<file path="src/rtl/multu_hilo.sv">
// Unsigned shift-add multiplier owning the EX-stage Hi/Lo registers.
// One multiplier bit is retired per clock; Hi/Lo load together when the product is complete.
module multu_hilo #(
    parameter int WIDTH = 32,
    parameter int CNT_W = 6
) (
    input  logic             clk,
    input  logic             rst,
    input  logic [WIDTH-1:0] dataA,
    input  logic [WIDTH-1:0] dataB,
    input  logic             Start,
    output logic             Busy,
    output logic             Done,
    output logic [WIDTH-1:0] HiOut,
    output logic [WIDTH-1:0] LoOut,
    output logic [1:0]       dbg_state
);

    typedef enum logic [1:0] {
        IDLE = 2'd0,
        RUN  = 2'd1,
        DONE = 2'd2
    } state_t;

    localparam logic [CNT_W-1:0] LAST_CNT = CNT_W'(WIDTH - 1);

    state_t               state_q, state_d;
    logic [WIDTH-1:0]     mcand_q, mcand_d;
    logic [2*WIDTH-1:0]   prod_q,  prod_d;
    logic [CNT_W-1:0]     cnt_q,   cnt_d;
    logic [WIDTH-1:0]     hi_q,    hi_d;
    logic [WIDTH-1:0]     lo_q,    lo_d;

    logic [WIDTH:0]       upper_sum;
    logic [2*WIDTH-1:0]   prod_step;

    // The extra sum bit keeps the carry; it enters the product MSB on the right shift.
    always_comb begin
        upper_sum = {1'b0, prod_q[2*WIDTH-1:WIDTH]}
                  + (prod_q[0] ? {1'b0, mcand_q} : {(WIDTH+1){1'b0}});
        prod_step = {upper_sum, prod_q[WIDTH-1:1]};
    end

    always_comb begin
        state_d = state_q;
        mcand_d = mcand_q;
        prod_d  = prod_q;
        cnt_d   = cnt_q;
        hi_d    = hi_q;
        lo_d    = lo_q;
        case (state_q)
            IDLE, DONE: begin
                if (Start) begin
                    mcand_d = dataA;
                    prod_d  = {{WIDTH{1'b0}}, dataB};
                    cnt_d   = '0;
                    state_d = RUN;
                end else begin
                    state_d = IDLE;
                end
            end
            RUN: begin
                prod_d = prod_step;
                cnt_d  = cnt_q + CNT_W'(1);
                if (cnt_q == LAST_CNT) begin
                    state_d = DONE;
                    hi_d    = prod_step[2*WIDTH-1:WIDTH];
                    lo_d    = prod_step[WIDTH-1:0];
                end
            end
            default: state_d = IDLE;
        endcase
    end

    always_ff @(posedge clk or posedge rst) begin
        if (rst) begin
            state_q <= IDLE;
            mcand_q <= '0;
            prod_q  <= '0;
            cnt_q   <= '0;
            hi_q    <= '0;
            lo_q    <= '0;
        end else begin
            state_q <= state_d;
            mcand_q <= mcand_d;
            prod_q  <= prod_d;
            cnt_q   <= cnt_d;
            hi_q    <= hi_d;
            lo_q    <= lo_d;
        end
    end

    assign Busy      = (state_q == RUN);
    assign Done      = (state_q == DONE);
    assign HiOut     = hi_q;
    assign LoOut     = lo_q;
    assign dbg_state = state_q;

endmodule

</file>
<file path="config.mk">
export PLATFORM = sky130hd
export DESIGN_NAME = multu_hilo
export DESIGN_NICKNAME = d
export VERILOG_FILES = /design/src/rtl/multu_hilo.sv
export SDC_FILE = /design/constraint.sdc
export NUM_CORES = 1
export LEC_CHECK = 0
export ABC_AREA = 1
export ABC_CLOCK_PERIOD_IN_PS = 9800
export CORE_ASPECT_RATIO = 1.4
export CORE_MARGIN = 5
export CORE_UTILIZATION = 59
export DETAILED_ROUTE_END_ITERATION = 16
export PLACE_DENSITY = 0.95
export RECOVER_POWER = 25
export SLEW_MARGIN = 0
export SYNTH_ARGS = -nofsm -noshare
export SYNTH_HDL_FRONTEND = slang
export SYNTH_SLANG_ARGS = --single-unit
</file>
<file path="constraint.sdc">
create_clock -name clk -period 9.8 [get_ports clk]
set_clock_uncertainty 0.05 [all_clocks]
set_input_delay 1.96 -clock clk [delete_from_list [all_inputs] [get_ports clk]]
set_output_delay 1.96 -clock clk [all_outputs]
set_load 0.03 [all_outputs]
</file>
# Yosys cells after proc, flatten, opt, wreduce, memory -nomap -nowiden
# Cells that the tools add are included.
[totals] reg_bits=168 output_inout_bits=68 elab_cells=27
[op_classes] add_sub_neg=2 n_eq_ne=5 muxes=8 reduce_logical=6
[op_table] cell="64-bit case mux with 2 select lines" count=1
[op_table] cell="64-bit 2-to-1 mux" count=1
[op_table] cell="32-bit by 32-bit adder with 33-bit output" count=1
[op_table] cell="32-bit 2-to-1 mux" count=1
[op_table] cell="6-bit case mux with 2 select lines" count=1
[op_table] cell="6-bit by 1-bit adder with 6-bit output (second input constant)" count=1
[op_table] cell="6-bit by 5-bit == test with 1-bit output (second input constant)" count=1
[op_table] cell="6-bit 2-to-1 mux" count=1
[op_table] cell="2-bit AND reduction" count=3
[op_table] cell="2-bit case mux with 2 select lines" count=1
[op_table] cell="2-bit by 1-bit == test with 1-bit output (second input constant)" count=1
[op_table] cell="2-bit == test (second input constant)" count=1
[op_table] cell="2-bit zero test" count=1
[op_table] cell="2-bit 2-to-1 mux" count=1
[op_table] cell="2-bit by 1-bit != test with 1-bit output (second input constant)" count=1
[op_table] cell="2-bit != test (second input constant)" count=1
[op_table] cell="2-bit nonzero test" count=1
[op_table] cell="2-bit OR reduction" count=1
[op_table] cell="1-bit 2-to-1 mux" count=1

# Logic depth before layout (Yosys ltp)
# Gate-level depths: netlist of the first run.
[logic_depth] depth_word=4 mapped_depth=18 mapped_depth_nobuf=16

# Worst setup path after synthesis of the first run
# OpenSTA, ideal clock, no wires.
[synth_timing] path_kind="flip-flop to output port" start="reg state_q[0] (netlist: dbg_state[0])" end="out Busy" arrival_ns=1.129 path_slack_ns=6.661 stages_incl_launch_ff=4 path_buffers=1 path_cell_list="dfrtp_1 -> inv_2 -> nor2_4 -> buf_2"
[synth_via] elab_chain_cells=1
[synth_lines] element="start, declared" line_no="27" source="state_t state_q, state_d;"
[synth_lines] element="start signal, assigned" line_no="84" source="state_q <= state_d;"
[synth_lines] element="2-bit by 1-bit == test with 1-bit output" line_no="93" source="assign Busy = (state_q == RUN);"
[synth_lines] element="end, declared" line_no="12" source="output logic Busy,"
# Every way passes these cells.

# Final worst setup path of the first run
[layout_timing] start="reg state_q[0] (netlist: dbg_state[0])" end="reg hi_q[2] (netlist: HiOut[2])"
[layout_via] elab_chain_cells=2
[layout_lines] element="2-bit by 1-bit == test with 1-bit output" line_no="51" source="case (state_q)"
[layout_lines] element="2-bit AND reduction (no source line)"
[layout_lines] element="end signal, assigned" line_no="88" source="hi_q <= hi_d;"
[layout_lines] element="end, declared" line_no="31" source="logic [WIDTH-1:0] hi_q, hi_d;"
# Every way passes these cells.
# A chain may end at the register's enable or synchronous reset.

==> results of run 1 <==
-- cells in the mapped netlist, drive strengths merged --
| cell type | number |
|---|---|
| nor2 | 55 |
| clkinv | 1 |
| nor3 | 3 |
| nand3b | 5 |
| nand4 | 3 |
| a32o | 1 |
| ha | 33 |
| buf | 26 |
| o211ai | 1 |
| a21o | 1 |
| nand3 | 99 |
| o221ai | 31 |
| mux2 | 32 |
| and2 | 2 |
| o21bai | 3 |
| o21ai | 60 |
| o22ai | 1 |
| nor3b | 1 |
| a21oi | 24 |
| inv | 183 |
| or2 | 2 |
| fa | 1 |
| dfrtp | 168 |
| xor2 | 3 |
| clkbuf | 13 |
| nand2 | 405 |
| xnor2 | 10 |
-- how the worst min path moves through the flow --
stage / from / to / slack, ns / cells after the start
floorplan: prod_q[63]$_DFFE_PP0P_ / prod_q[63]$_DFFE_PP0P_ / 0.41 / 2
global placement: HiOut[21]$_DFFE_PP0P_ / HiOut[21]$_DFFE_PP0P_ / 0.41 / 2
detailed placement: HiOut[22]$_DFFE_PP0P_ / HiOut[22]$_DFFE_PP0P_ / 0.41 / 2
CTS: HiOut[22]$_DFFE_PP0P_ / HiOut[22]$_DFFE_PP0P_ / 0.43 / 2
global route: LoOut[7]$_DFFE_PP0P_ / LoOut[7]$_DFFE_PP0P_ / 0.46 / 2
finish: HiOut[22]$_DFFE_PP0P_ / HiOut[22]$_DFFE_PP0P_ / 0.43 / 2
-- worst max-delay path, stage by stage (launching register included) --
cell      delay [ns]
dfrtp_1         0.42
inv_1           0.76
nor2_4         -0.01
clkbuf_1        0.58
nand2_1         0.70
clkbuf_1        2.53
o21ai_0         0.51
-- per-layer routing --
layer	part of all wire, %	up-vias	track usage [%]
li1	-	3925	-
met1	39	3789	33.12
met2	51	329	49.70
met3	7.7	57	7.308
met4	2.6	0	9.284
met5	0	-	0
-- final cells by class --
class                      instances  area, µm²  area share (%)
clock buffer                      18      429.2           3.866
clock inverter                    13      147.6           1.330
inverter                         184      693.2           6.244
multi-input combinational        776       4020           36.21
sequential                       168       4204           37.87
tap                              192      240.2           2.164
timing repair buffer             139       1368           12.32
-- cells by family (layout without fill, tap and decap cells) --
family          Yosys count  in the layout  share of synthesized area (%)
compound gates          122            122                          8.202
xor+xnor                 13             13                          1.246
fa+ha+maj                34             34                          4.738
buf+inv                 223            354                          9.818
flops                   168            168                          46.01
mux                      32             32                          3.944
simple gates            575            575                          26.04
-- per-stage QoR --
stage / total power, mW / hold slack [ns] / area, µm² / instances
detailed placement: 1.723 / 0.4146 / 10560 / 1459
floorplan: 1.504 / 0.4053 / 9138 / 1167
global placement: 1.690 / 0.4113 / 10560 / 1459
global route: 2.546 / 0.4639 / 11100 / 1490
CTS: 2.396 / 0.4315 / 11140 / 1490
finish: 2.399 / 0.4303 / 11100 / 1490
-- power breakdown --
group	internal, mW	switching, mW	leakage, nW	total, mW
sequential	0.814	0.0654	2.06	0.879
clock	0.377	0.290	0.280	0.667
combinational	0.307	0.546	3.52	0.853
total	1.50	0.901	5.86	2.40
-- registers in the layout (all words and copies together) (netlist names) --
register   flops
prod_q        64
LoOut         32
HiOut         32
cnt_q          6
dbg_state      2
mcand_q       32
==> metrics, run 1 <==
top-area cell type share of the netlist area=46.01%; die extent in x=115.2 µm; Yosys reg bits=168; fmax=169.7 MHz; Min-Delay Path Class=flop to flop; commonest cells after routing, fill and taps aside=398 x nand2_1, 180 x inv_1, 168 x dfrtp_1, 133 x clkdlybuf4s50_1, 99 x nand3_1; worst relative slew slack=-164.9%; I/O pins=135; Die Area=18110 µm²; CTS root buffer=clkbuf_16; CTS buffer count=17; largest net degree at the start of global routing=97; Vias=a little over 8000; MaxCap Viol Count=3; Pwr Density=216.1 nW/µm²; count of final hold-check violations=0; crit-path max FO=96; Port Buffer Count=between 100 and 150; Post-CTS Setup Inserts=0; Ys Warns=0; initial core utilization=60.44%; CP Launch Type=flop; R2R Path End=HiOut[2]$_DFFE_PP0P_; Synth area leaders=dfrtp_1 46%, nand2_1 16%, inv_1 7.4%; outcome=finished with violations; Worst VDD drop=131.4 µV; failing checks=capacitance limit, slew limit; Pre-antenna DRT Iters=8; DP HPWL=17.12 mm; RR Startpoint=dbg_state[0]$_DFFE_PP0P_; H-tree Lvls=4; Post-Synthesis Cell Area=9138 µm²; Synth area leader=dfrtp_1; setup TNS=0 ns; Rows=53; worst setup path endpoint=HiOut[2]$_DFFE_PP0P_; n_diodes=0; Slew @ Worst Pin=3.952 ns; Synth Net Count=1268; Layout Utilization=73.43%; vias in the first global route=8480; Yosys cell types=36; global-route wire length before repair=40.59 mm; Worst R2R Setup Slack=approximately 3.9 ns; Setup violations, final=0; Seq/Total Area, Yosys=46.01%; routed wire length=24.40 mm; pre-CTS setup slack=4.659 ns; Vert. Die Dim=about 160 µm; Synth Instances=roughly 1200; post-route ant nets=0; initial antenna violation count=0; P&R area growth vs syn=21.50%; drt wl/cell=around 16 µm; Nets=about 1400; PnR worst setup slack=3.908 ns; DRC marker count from the first detailed-route iteration=around 630; drc violations=0; CP Data Required Time=9.89 ns; Worst Reg-to-Reg Cells=6; Max Transition Viols Final=225; post_cts resized=0; gr ovfl total=0; Tcrit/Tclk final=between 60% and 70%; commonest non-fill, non-tap cell in the layout=nand2_1; share of layout cells above drive strength 1=6.394%; RSZ-0062 raised after global routing=no; clk slew on worst S/H paths=0.07 ns; Num Clock Sinks=168; fin crit period=5.892 ns; Clk Latency, worst-skew pair=0.44 ns; Arr. time, crit path=roughly 6 ns; CP Launch Point=dbg_state[0]$_DFFE_PP0P_; cts hold-fix bufs=0; Mean Syn Cell Area=7.830 µm²; core area=15120 µm²; vias per cell=5.436; Leak=5.865 nW; CTS max path bufs=2; fill cell count=1121; GRT Resource Usage Total=28.12%; WS Path Type=flop to flop; CTS tree=built; Final Wtd Congestion=~0.9; critical path capture point type=flop
No activity file was read; power rests on OpenSTA's default activity.
==> run 2: changes to the inputs <==
ABC_CLOCK_PERIOD_IN_PS = 5800   (was 9800)
CORE_UTILIZATION = 55   (was 59)
PLACE_DENSITY = 0.9   (was 0.95)
clock period = 5.8 ns   (was 9.8 ns; I/O delays follow)
==> metrics, run 2 (synthesized netlist as in run 1, its figures left out) <==
outcome=finished with violations; failing checks=capacitance limit, slew limit; clk slew on worst S/H paths=0.07 ns (about the same); Min-Delay Path Class=flop to flop; largest net degree at the start of global routing=110 (+13%); CTS tree=built; crit-path max FO=84 (-13%); M3 GR Usage=6.602% (-0.71 points); total power=4.023 mW (+68%); placed inst area=10580 µm² (+0.15%); I/O pins=135 (unchanged); MaxCap Viol Count=1 (-2); Slew @ Worst Pin=3.160 ns (-0.7923 ns); Worst Reg-to-Reg Cells=7 (+1); n_diodes=0 (unchanged); core area=16240 µm² (+7.4%); Layout Utilization=68.58% (-4.8 points); Post-CTS Setup Inserts=0 (unchanged); Sw Share=38.82% (+1.3 points); Clk Latency, worst-skew pair=0.43 ns (about the same); die extent in x=118.9 µm (+3.3%); global-route wire length before repair=39.92 mm (-1.6%); M1 GR Usage=30.38% (-2.7 points); P&R area growth vs syn=21.90%; CTS root buffer=clkbuf_16; initial core utilization=56.26% (-4.2 points); Die Area=19330 µm² (+6.7%); Pwr Density=361.2 nW/µm² (+67%); worst setup path endpoint=mcand_q[17]$_DFFE_PP0P_; CP Data Required Time=6.27 ns (-3.62 ns); Clk pwr share=27.2% (-0.6 points); cts hold-fix bufs=0 (unchanged); share of layout cells above drive strength 1=7.077% (+0.68 points); worst relative slew slack=-110.6% (+54 points); Vert. Die Dim=162.5 µm (+3.3%); CP Launch Point=rst; Rows=55 (+3.8%); CTS max path bufs=2 (unchanged); Top reg by flops=prod_q; Max Transition Viols Final=85 (-62%); Net Switching=1.562 mW (+73%); Setup violations, final=0 (unchanged); Pre-antenna DRT Iters=7 (-1); pre-CTS setup slack=2.095 ns (-2.565 ns); Arr. time, crit path=4.58 ns (-1.40 ns); vias in the first global route=8266 (-2.5%); post_cts resized=0 (unchanged); critical path capture point type=asynchronous set/reset pin; RR Startpoint=dbg_state[0]$_DFFE_PP0P_; vias per cell=5.350 (-1.6%); initial antenna violation count=0 (unchanged); max reg flops=64 (unchanged); fin crit period=about 4.1 ns; hold path depth=2 (unchanged); Post-Layout Cell Count=1499 (+0.60%); Port Buffer Count=134 (unchanged); Num Clock Sinks=168 (unchanged); WS Path Type=input port to asynchronous set/reset pin; gr ovfl total=0 (unchanged); Worst VDD drop=241.3 µV (+84%); Worst R2R Setup Slack=2.51 ns (-1.40 ns); routed wire length=24.03 mm (-1.5%); count of final hold-check violations=0 (unchanged); CP Launch Type=input port; Placed Instances=1467 (+0.55%); DRC marker count from the first detailed-route iteration=475 (-25%); H-tree Lvls=4 (unchanged); Leak=5.868 nW (about the same); Vias=8020 (-0.99%); DP HPWL=17.50 mm (+2.2%); Tcrit/Tclk final=70.82%; Final Wtd Congestion=0.9579 (+4.0%); commonest cells after routing, fill and taps aside=395 x nand2_1, 180 x inv_1, 168 x dfrtp_1, 134 x clkdlybuf4s50_1, 99 x nand3_1; met2 Use GR=45.41% (-4.3 points); combinational power share=35.8% (+0.2 points); Flop pwr share=37.0% (+0.4 points); fmax=243.4 MHz; CTS buffer count=17 (unchanged); drt wl/cell=16.03 µm (-2.1%); gr busiest metal=met2; final instance area=11140 µm² (+0.33%); GRT Resource Usage Total=25.47% (-2.7 points); R2R Path End=cnt_q[1]$_DFFE_PP0P_; post-route ant nets=0 (unchanged); Hold Slack=0.4284 ns (-0.001847 ns); Nets=1388 (+0.072%); setup TNS=0 ns (unchanged); PnR worst setup slack=1.692 ns (-2.215 ns); commonest non-fill, non-tap cell in the layout=nand2_1; RSZ-0062 raised after global routing=no; Internal=2.461 mW (+64%); drc violations=0 (unchanged)
==> run 2: cell types whose count changed in the layout (fill, tap and decap cells not counted), moves of 3 or more <==
cell	delta
clkinvlp_4	+4
buf_4	+3
o21ai_1	+11
nand2_1	-3
o21ai_0	-11
==> run 2: how the worst min path moves through the flow <==
stage / from / endpoint
finish: HiOut[22]$_DFFE_PP0P_ / HiOut[22]$_DFFE_PP0P_
detailed placement: HiOut[30]$_DFFE_PP0P_ / HiOut[30]$_DFFE_PP0P_
floorplan: prod_q[63]$_DFFE_PP0P_ / prod_q[63]$_DFFE_PP0P_
global placement: HiOut[20]$_DFFE_PP0P_ / HiOut[20]$_DFFE_PP0P_
global route: HiOut[21]$_DFFE_PP0P_ / HiOut[21]$_DFFE_PP0P_
CTS: HiOut[22]$_DFFE_PP0P_ / HiOut[22]$_DFFE_PP0P_
==> run 2: layout make-up <==
| cell class | instances | area (µm²) |
|---|---|---|
| well taps | 199 | 249.0 |
| clock inverters | 14 | 140.1 |
| clock buffers | 18 | 429.2 |
| multi-input cells | 776 | 4041 |
| fillers | 1346 | 5102 |
| inverters | 184 | 691.9 |
| flip-flops and latches | 168 | 4204 |
| repair buffers | 140 | 1383 |
==> run 2: power by group through the flow <==
stage / clock network (mW) / logic (mW) / registers (mW)
final: 1.10 / 1.44 / 1.49
after global routing: 1.16 / 1.63 / 1.51
after CTS: 1.10 / 1.43 / 1.48
after detailed placement: 0 / 1.42 / 1.50
after global placement: 0 / 1.38 / 1.49
after floorplan: 0 / 1.07 / 1.47
==> run 2: worst max-delay path, cell delays in order <==
cell	delay [ns]
clkdlybuf4s50_1	0.41
inv_1	2.20
buf_4	0.77
==> run 2: layer usage <==
| layer | part of all wire, % | wire, µm |
|---|---|---|
| met1 | 40 | 9695 |
| met2 | 51 | 12140 |
| met5 | 0 | 0 |
| met4 | 2.2 | 532 |
| met3 | 6.9 | 1664 |
